**src/rtl/output_accum_pkg.sv**
```systemverilog
// Shared sizing and packed-bus lane helpers for the RAM_O write-back stage.
// Every lane owns one address slice and one data slice of the packed buses.
package output_accum_pkg;

  localparam int unsigned RAM_O_SIZE     = 256;
  localparam int unsigned ARRAY_M        = 8;
  localparam int unsigned ADDR_WIDTH     = $clog2(RAM_O_SIZE);
  localparam int unsigned ADDR_SET_WIDTH = ADDR_WIDTH * ARRAY_M;
  localparam int unsigned PSUM_WIDTH     = 32;
  localparam int unsigned DATA_SET_WIDTH = PSUM_WIDTH * ARRAY_M;

  function automatic logic [ADDR_WIDTH-1:0] addrSlice(
    input logic [ADDR_SET_WIDTH-1:0] bus,
    input int unsigned               lane
  );
    return bus[lane*ADDR_WIDTH +: ADDR_WIDTH];
  endfunction

  function automatic logic [PSUM_WIDTH-1:0] dataSlice(
    input logic [DATA_SET_WIDTH-1:0] bus,
    input int unsigned               lane
  );
    return bus[lane*PSUM_WIDTH +: PSUM_WIDTH];
  endfunction

endpackage

```
**src/rtl/output_accum_lane.sv**
```systemverilog
// One column of the write-back pipeline: S1 capture, read-modify-write adder,
// S2 write register and a trailing W register used only for forwarding.
module output_accum_lane
  import output_accum_pkg::*;
#(
  parameter int unsigned ADDR_W = ADDR_WIDTH,
  parameter int unsigned DATA_W = PSUM_WIDTH
) (
  input  logic              clk,
  input  logic              reset,
  input  logic              enable_i,
  input  logic              accumulate_i,
  input  logic [ADDR_W-1:0] addr_i,
  input  logic [DATA_W-1:0] psum_i,
  input  logic [DATA_W-1:0] rdata_i,
  output logic              ren_o,
  output logic [ADDR_W-1:0] waddr_o,
  output logic [DATA_W-1:0] wdata_o,
  output logic              we_o,
  output logic              busy_o
);

  logic              s1Valid_q, s1Valid_d;
  logic              s1Acc_q, s1Acc_d;
  logic [ADDR_W-1:0] s1Addr_q, s1Addr_d;
  logic [DATA_W-1:0] s1Psum_q, s1Psum_d;

  logic              s2Valid_q, s2Valid_d;
  logic [ADDR_W-1:0] s2Addr_q, s2Addr_d;
  logic [DATA_W-1:0] s2Data_q, s2Data_d;

  logic              wValid_q, wValid_d;
  logic [ADDR_W-1:0] wAddr_q, wAddr_d;
  logic [DATA_W-1:0] wData_q, wData_d;

  logic [DATA_W-1:0] base;
  logic [DATA_W-1:0] sum;

  // The RAM is read-first, so a word written by the element two ahead is not
  // yet visible in rdata; W covers that gap and S2 covers the element just ahead.
  always_comb begin
    base = rdata_i;
    if (s2Valid_q && (s2Addr_q == s1Addr_q)) begin
      base = s2Data_q;
    end else if (wValid_q && (wAddr_q == s1Addr_q)) begin
      base = wData_q;
    end
    sum = s1Acc_q ? (base + s1Psum_q) : s1Psum_q;

    s1Valid_d = enable_i;
    s1Acc_d   = accumulate_i;
    s1Addr_d  = addr_i;
    s1Psum_d  = psum_i;

    s2Valid_d = s1Valid_q;
    s2Addr_d  = s1Addr_q;
    s2Data_d  = sum;

    wValid_d  = s2Valid_q;
    wAddr_d   = s2Addr_q;
    wData_d   = s2Data_q;
  end

  always_ff @(posedge clk) begin
    if (reset) begin
      s1Valid_q <= 1'b0;
      s1Acc_q   <= 1'b0;
      s1Addr_q  <= '0;
      s1Psum_q  <= '0;
      s2Valid_q <= 1'b0;
      s2Addr_q  <= '0;
      s2Data_q  <= '0;
      wValid_q  <= 1'b0;
      wAddr_q   <= '0;
      wData_q   <= '0;
    end else begin
      s1Valid_q <= s1Valid_d;
      s1Acc_q   <= s1Acc_d;
      s1Addr_q  <= s1Addr_d;
      s1Psum_q  <= s1Psum_d;
      s2Valid_q <= s2Valid_d;
      s2Addr_q  <= s2Addr_d;
      s2Data_q  <= s2Data_d;
      wValid_q  <= wValid_d;
      wAddr_q   <= wAddr_d;
      wData_q   <= wData_d;
    end
  end

  assign ren_o   = enable_i & accumulate_i;
  assign waddr_o = s2Addr_q;
  assign wdata_o = s2Data_q;
  assign we_o    = s2Valid_q;
  assign busy_o  = s1Valid_q | s2Valid_q;

endmodule

```
**src/rtl/output_accumulator_o.sv**
```systemverilog
// Write-back stage feeding the RAM_O banks: slices the packed buses into
// independent lanes and derives the run-level busy/done handshake.
module output_accumulator_o
  import output_accum_pkg::*;
(
  input  logic                      clk,
  input  logic                      reset,
  input  logic                      accumulate,
  input  logic [DATA_SET_WIDTH-1:0] psum_set,
  input  logic [ADDR_SET_WIDTH-1:0] addr_set,
  input  logic [ARRAY_M-1:0]        enable_set,
  output logic [ADDR_SET_WIDTH-1:0] ram_raddr_set,
  output logic [ARRAY_M-1:0]        ram_ren_set,
  input  logic [DATA_SET_WIDTH-1:0] ram_rdata_set,
  output logic [ADDR_SET_WIDTH-1:0] ram_waddr_set,
  output logic [DATA_SET_WIDTH-1:0] ram_wdata_set,
  output logic [ARRAY_M-1:0]        ram_we_set,
  output logic                      busy,
  output logic                      done
);

  logic [ARRAY_M-1:0] laneBusy;
  logic               busyPrev_q;
  logic               done_q, done_d;

  for (genvar c = 0; c < ARRAY_M; c++) begin : gLane
    output_accum_lane #(
      .ADDR_W (ADDR_WIDTH),
      .DATA_W (PSUM_WIDTH)
    ) uLane (
      .clk          (clk),
      .reset        (reset),
      .enable_i     (enable_set[c]),
      .accumulate_i (accumulate),
      .addr_i       (addrSlice(addr_set, c)),
      .psum_i       (dataSlice(psum_set, c)),
      .rdata_i      (dataSlice(ram_rdata_set, c)),
      .ren_o        (ram_ren_set[c]),
      .waddr_o      (ram_waddr_set[c*ADDR_WIDTH +: ADDR_WIDTH]),
      .wdata_o      (ram_wdata_set[c*PSUM_WIDTH +: PSUM_WIDTH]),
      .we_o         (ram_we_set[c]),
      .busy_o       (laneBusy[c])
    );
  end

  assign ram_raddr_set = addr_set;

  // done marks the falling edge of busy; a reset clears the history so an
  // aborted run never produces a pulse.
  always_comb begin
    busy   = (|enable_set) | (|laneBusy);
    done_d = busyPrev_q & ~busy;
  end

  always_ff @(posedge clk) begin
    if (reset) begin
      busyPrev_q <= 1'b0;
      done_q     <= 1'b0;
    end else begin
      busyPrev_q <= busy;
      done_q     <= done_d;
    end
  end

  assign done = done_q;

endmodule

```
**config.mk**
```make
export PLATFORM = sky130hd
export DESIGN_NAME = output_accumulator_o
export DESIGN_NICKNAME = d
export VERILOG_FILES = /design/src/rtl/output_accum_pkg.sv /design/src/rtl/output_accum_lane.sv /design/src/rtl/output_accumulator_o.sv
export SDC_FILE = /design/constraint.sdc
export NUM_CORES = 2
export LEC_CHECK = 0
export ABC_AREA = 1
export CAP_MARGIN = 20
export CORE_AREA = 2 2 389 391
export DETAILED_ROUTE_END_ITERATION = 16
export DIE_AREA = 0 0 391 393
export GPL_ROUTABILITY_DRIVEN = 0
export HOLD_SLACK_MARGIN = 0.12
export PLACE_DENSITY = 0.66
export SLEW_MARGIN = 20
export SYNTH_ARGS = -nofsm -noshare
export SYNTH_HDL_FRONTEND = slang
export SYNTH_SLANG_ARGS = --single-unit
```
**constraint.sdc**
```tcl
create_clock -name clk -period 4.15 [get_ports clk]
set_clock_uncertainty 0.05 [all_clocks]
set_input_delay 0.415 -clock clk [delete_from_list [all_inputs] [get_ports clk]]
set_output_delay 0.415 -clock clk [all_outputs]
set_load 0.02 [all_outputs]
```
[Word-level counts from Yosys, hierarchy flattened]
Cells that the tools add are included.
Word-level totals
  flip-flop bits (word level): 987
  latch bits: 0
  memory bits (writable): 0
  ROM bits: 0
  input port bits: 587
  output and inout bits: 402
  word-level logic and storage cells: 160
  memories: 0
Cells by class
  $add $sub $neg: 8
  multiply operators: 0
  div/mod/pow operators: 0
  magnitude comparators: 0
  equality and inequality tests: 16
  shifts and indexed selects: 0
  multiplexer cells: 24
  bitwise logic cells: 19
  reductions and logical operators: 18
Operators by type and width (count)
  $mux 32: 24
  $add 32x32->32: 8
  $eq 8x8->1: 16
  $logic_and 1x1->1: 16
  $reduce_or 8->1: 2
  $and 1x1->1: 9
  $or 1x1->1: 9
  $not 1->1: 1

[Longest topological paths before layout]
  depth in word-level cells: 6
  depth in mapped cells: 27
  mapped depth without buffers: 27

[Hierarchy]
A second synthesis with hierarchy kept.
Second synthesis, totals
  cells, all modules: 8122
  area total of the unflattened synthesis: 54197.0 µm²
Modules (own cells, without submodules)
  output_accum_lane (gLane[2].uLane ...): instances 5, cells each 1004, area an instance 6706.4 µm², seq. area each 2482.4 µm²
  output_accum_lane (gLane[0].uLane ...): instances 2, cells each 1008, area an instance 6687.7 µm², seq. area each 2482.4 µm²
  output_accum_lane (gLane[6].uLane): instances 1, cells each 1001, area an instance 6686.4 µm², seq. area each 2482.4 µm²
  output_accumulator_o: instances 1, cells each 85, area an instance 603.1 µm², seq. area each 40.0 µm²

[Worst setup path after synthesis]
Ideal clock, no wire load.
  path kind: register to register
  start: register gLane[0].uLane.s2Addr_q[5]
  end: register gLane[0].uLane.s2Data_q[26]
  setup time: 0.115 ns
  data arrival time: 3.025 ns
  required time: 3.985 ns
  setup slack: 0.960 ns
  stages on the path, launching flop included: 22
  buffers on the path: 1
  clock period less this slack: 3.190 ns
  path through: dfxtp_1 -> inv_1 -> o22ai_1 -> nor2_1 -> nand3_1 -> clkinv_1 -> buf_2 -> a21oi_1 -> o21ai_0 -> o21ai_0 -> ha_1 -> inv_1 -> fa_1 -> nand3b_1 -> nand2_1 -> a21boi_2 -> o21bai_1 -> nand2_1 -> nand3_1 -> nor2_1 -> o21ai_0 -> inv_1
On the way
  word-level cells in the longest chain between the ends: 5
RTL lines
  from (decl): RTL line output_accum_lane.sv:29  | logic [ADDR_W-1:0] s2Addr_q, s2Addr_d;
  from (signal assigned): RTL line output_accum_lane.sv:82  | s2Addr_q <= s2Addr_d;
  $eq 8x8->1: RTL line output_accum_lane.sv:43  | if (s2Valid_q && (s2Addr_q == s1Addr_q)) begin
  $logic_and 1x1->1: RTL line output_accum_lane.sv:43
  $mux 32: RTL line output_accum_lane.sv:43
  $add 32x32->32: RTL line output_accum_lane.sv:48  | sum = s1Acc_q ? (base + s1Psum_q) : s1Psum_q;
  $mux 32: RTL line output_accum_lane.sv:48
  to (signal assigned): RTL line output_accum_lane.sv:83  | s2Data_q <= s2Data_d;
  to (decl): RTL line output_accum_lane.sv:30  | logic [DATA_W-1:0] s2Data_q, s2Data_d;
No other way between the ends.
A chain may end at the register's enable or synchronous reset.

[Final worst setup path]
  start: register gLane[0].uLane.s1Addr_q[2]
  end: register gLane[0].uLane.s2Data_q[18]
On the way
  word-level cells in the longest chain between the ends: 6
  elaborated cells between the ends (all ways): 8
  those cells by class: 1 x add/sub; 2 x eq/ne; 3 x mux; 2 x reduce/logical
RTL lines
  from (decl): RTL line output_accum_lane.sv:25  | logic [ADDR_W-1:0] s1Addr_q, s1Addr_d;
  from (signal assigned): RTL line output_accum_lane.sv:79  | s1Addr_q <= s1Addr_d;
  $eq 8x8->1: RTL line output_accum_lane.sv:45  | end else if (wValid_q && (wAddr_q == s1Addr_q)) begin
  $logic_and 1x1->1: RTL line output_accum_lane.sv:45
  $mux 32: RTL line output_accum_lane.sv:45
  $mux 32 (*): RTL line output_accum_lane.sv:43
  $add 32x32->32 (*): RTL line output_accum_lane.sv:48
  $mux 32 (*): RTL line output_accum_lane.sv:48
Mark *: on every way between the ends. The rest lies on a longest branch, timed or not.

==> impl_metrics.py <==
metrics = {
    "power_and_ir_drop": {
        "cellLeakagePower_uw": 0.0332,
        "power_uw": 25800,
        "ir_drop_mv": 0.368,
        "powerDensity_mw_per_mm2": 371,
    },
    "finish": {
        "final_core_util_pct": 46.5,
        "syn2layout_area_growth_pct": 30.0,
        "drive_gt1_share_pct": 4.16,
        "final_nets": 9849,
        "final_cell_mix": "nor2_1 (1,769), inv_1 (1,432), nand2_1 (1,195)",
        "layout_commonest_cell": "nor2_1",
        "final_area_sq_mm": 0.0694,
    },
    "critical_path": {
        "r2r-end": "gLane[0].uLane.wdata_o[18]$_SDFF_PP0_",
        "cp_max_fo": 32,
        "cp.required_ns": 4.76,
        "rr_startpoint": "gLane[0].uLane.s1Addr_q[2]$_SDFF_PP0_",
        "crit_type": "flip-flop to flip-flop",
        "start_kind": "flip-flop",
        "cp_data_arrival_time_ns": 4.47,
        "timing.reg2reg.worst_path_depth": 20,
        "cp-startpoint": "gLane[0].uLane.s1Addr_q[2]$_SDFF_PP0_",
        "end_kind": "flip-flop",
        "ff2ff_setup_slack_ns": 0.29,
    },
    "floorplanning": {
        "rows": 142,
        "start_util_pct": 35.8,
        "ios": 989,
        "chipHeight_um": 393,
        "core_area_sq_mm": 0.149,
        "dieArea_sq_mm": 0.154,
        "fp.dieW_um": 391,
    },
    "cts": {
        "clk_latency_ns": 0.72,
        "numCtsBuffers": 110,
        "clkTransAtPathRegs_ns": 0.06,
        "clk_path_buf_depth": 3,
        "root_buffer": "clkbuf_16",
        "cts_tree": "yes",
        "htreeDepth": 3,
        "cts_num_sinks": 987,
    },
    "global_route": {
        "grt_pass1_wl_um": 297000,
        "grt_pass1_vias": 52200,
        "grt_usage_pct": 24.7,
        "antenna_found_initial": 8,
        "grt_overflow": 0,
        "grt_max_degree": 230,
    },
    "placement": {
        "place_ws_ns": 0.350,
        "place_area_sq_mm": 0.0647,
        "hpwl_um": 154000,
        "io_buffers": 988,
    },
    "logic_synthesis": {
        "syn_nets": 8931,
        "netlist_area_sq_mm": 0.0534,
        "synth_cells": 8072,
        "synthTopCellsByArea": "dfxtp_1 (37%), nor2_1 (12%), inv_1 (10%), nand2_1 (8.4%), ha_1 (6.2%)",
        "yosysUniqueCellTypes": 48,
        "yosysSeqAreaShare_pct": 37.0,
        "synth.avg_cell_area_sq_um": 6.62,
        "ys_seq_elements": 987,
        "ys_warn_count": 0,
        "yosysTopAreaCell": "dfxtp_1",
        "synth_top_area_share_pct": 37.0,
    },
    "drt": {
        "drc": 0,
        "drt_iter0_markers": 4050,
        "drt_wl_total_um": 198000,
        "drt_pre_antenna_iters": 6,
        "ant_nets": 0,
        "viasPerCell": 4.90,
        "vias": 54000,
        "wl_per_cell_um": 18.0,
    },
    "timing": {
        "worst_pin_slew_ns": 1.39,
        "slew_headroom_pct": 7.10,
        "fmax_ghz": 0.259,
        "tns_ns": 0,
        "min_period_over_period_pct": 92.9,
        "drv_slew": 0,
        "hold_viol": 0,
        "setup_viol": 0,
        "fin_crit_ns": 3.86,
        "grt_setup_unrepaired": "no",
        "fin_ws_ns": 0.293,
    },
    "min_path": {
        "whs_path_depth": 3,
        "hold_path.class": "input port to flip-flop",
        "hold_end": "gLane[7].uLane.s1Psum_q[22]$_SDFF_PP0_",
        "holdCritStartpoint": "psum_set[246]",
    },
    "job": {
        "maxCapViolCount": 0,
    },
    "run_status": {
        "status": "complete, no violations",
    },
}
==> worst max path at each step <==
stage,to,slack (ns)
after detailed placement,gLane[4].uLane.wdata_o[30]$_SDFF_PP0_,0.35
after global placement,gLane[4].uLane.wdata_o[30]$_SDFF_PP0_,0.37
after CTS,busy,0.26
after global routing,gLane[6].uLane.wdata_o[26]$_SDFF_PP0_,0.04
after floorplan,gLane[0].uLane.wdata_o[26]$_SDFF_PP0_,0.96
final,gLane[0].uLane.wdata_o[18]$_SDFF_PP0_,0.29
==> sequential cells by signal (all words and copies together), names as in the netlist <==
name and flops:
gLane.uLane.we_o 8, gLane.uLane.s1Addr_q 64, gLane.uLane.s1Valid_q 8, done 1, gLane.uLane.wdata_o 256, gLane.uLane.waddr_o 64, gLane.uLane.wValid_q 8, busyPrev_q 1
gLane.uLane.wData_q 256, gLane.uLane.s1Acc_q 1, gLane.uLane.s1Psum_q 256, gLane.uLane.wAddr_q 64
==> area by class of cell <==
cell class	count	area [sq um]
fillers	15000	79800
multi-input cells	5273	26500
flip-flops and latches	987	19800
repair buffers	1157	11500
inverters	1461	5490
clock buffers	152	3060
well taps	1944	2430
clock inverters	47	626
diodes	8	20.0
==> metal layers <==
layer | GRT usage [%] | wire, um | share of wire (%)
met1 | 31.2 | 84200 | 42
met2 | 40.9 | 90600 | 46
met3 | 4.68 | 14100 | 7.1
met4 | 10.9 | 9500 | 4.8
met5 | 0 | 0 | 0
==> timing repair <==
action	in CTS	in global routing
resized for setup	0	2
setup endpoints to repair	0	3
setup buffers	0	1
hold buffers	99	0
endpoints found under the hold margin	138	0
==> metrics by stage <==
| step | std cells | hold slack (ns) |
|---|---|---|
| 5_1_grt | 11000 | 0.123 |
| 2_1_floorplan | 8072 | 0.353 |
| 3_5_place_dp | 10700 | 0.365 |
| 4_1_cts | 11000 | 0.120 |
| 6_report | 11000 | 0.179 |
| 3_3_place_gp | 10700 | 0.360 |
==> worst max-delay path, cell delays in order (launching register included) <==
cell and delay [ns]:
dfxtp_1 0.37, xor2_1 0.17, a21oi_1 0.08, nand3_1 0.41
clkinv_1 0.21, buf_12 0.22, a21oi_1 0.13, o21ai_0 0.11
o21ai_0 0.09, ha_1 0.19, inv_1 0.06, fa_1 0.41
nand3b_1 0.17, nand2_1 0.19, a21boi_2 0.14, o21bai_1 0.25
nand3_1 0.14, a21o_1 0.18, nand3_1 0.07, nand2_1 0.09
inv_1 0.06
==> where the power goes <==
part | leakage (uW) | internal, uW | switching, uW
sequential | 0.00815 | 10000 | 380
combinational | 0.0233 | 2200 | 3160
clock | 0.00178 | 5860 | 4180
==> synth_stat cells (all sizes together) <==
cell type,count
a21boi,13
a21o,31
a21oi,455
a31o,5
a31oi,38
and2,5
and3,1
buf,150
clkbuf,201
clkinv,2
dfxtp,987
fa,8
ha,264
inv,1459
nand2,1218
nand3,248
nand3b,16
nand4,53
nor2,1797
nor3,68
nor3b,10
nor4,13
o211ai,23
o21a,13
o21ai,634
o21bai,74
o22ai,99
or2,21
xnor2,62
xor2,104
==> logic make-up after synthesis <==
family          synth area share (%)
compound gates                  14.3
xor+xnor                        2.72
fa+ha+maj                       6.49
buf+inv                         13.4
flops                           37.0
simple gates                    26.1
No activity file was read; power rests on OpenSTA's default activity.
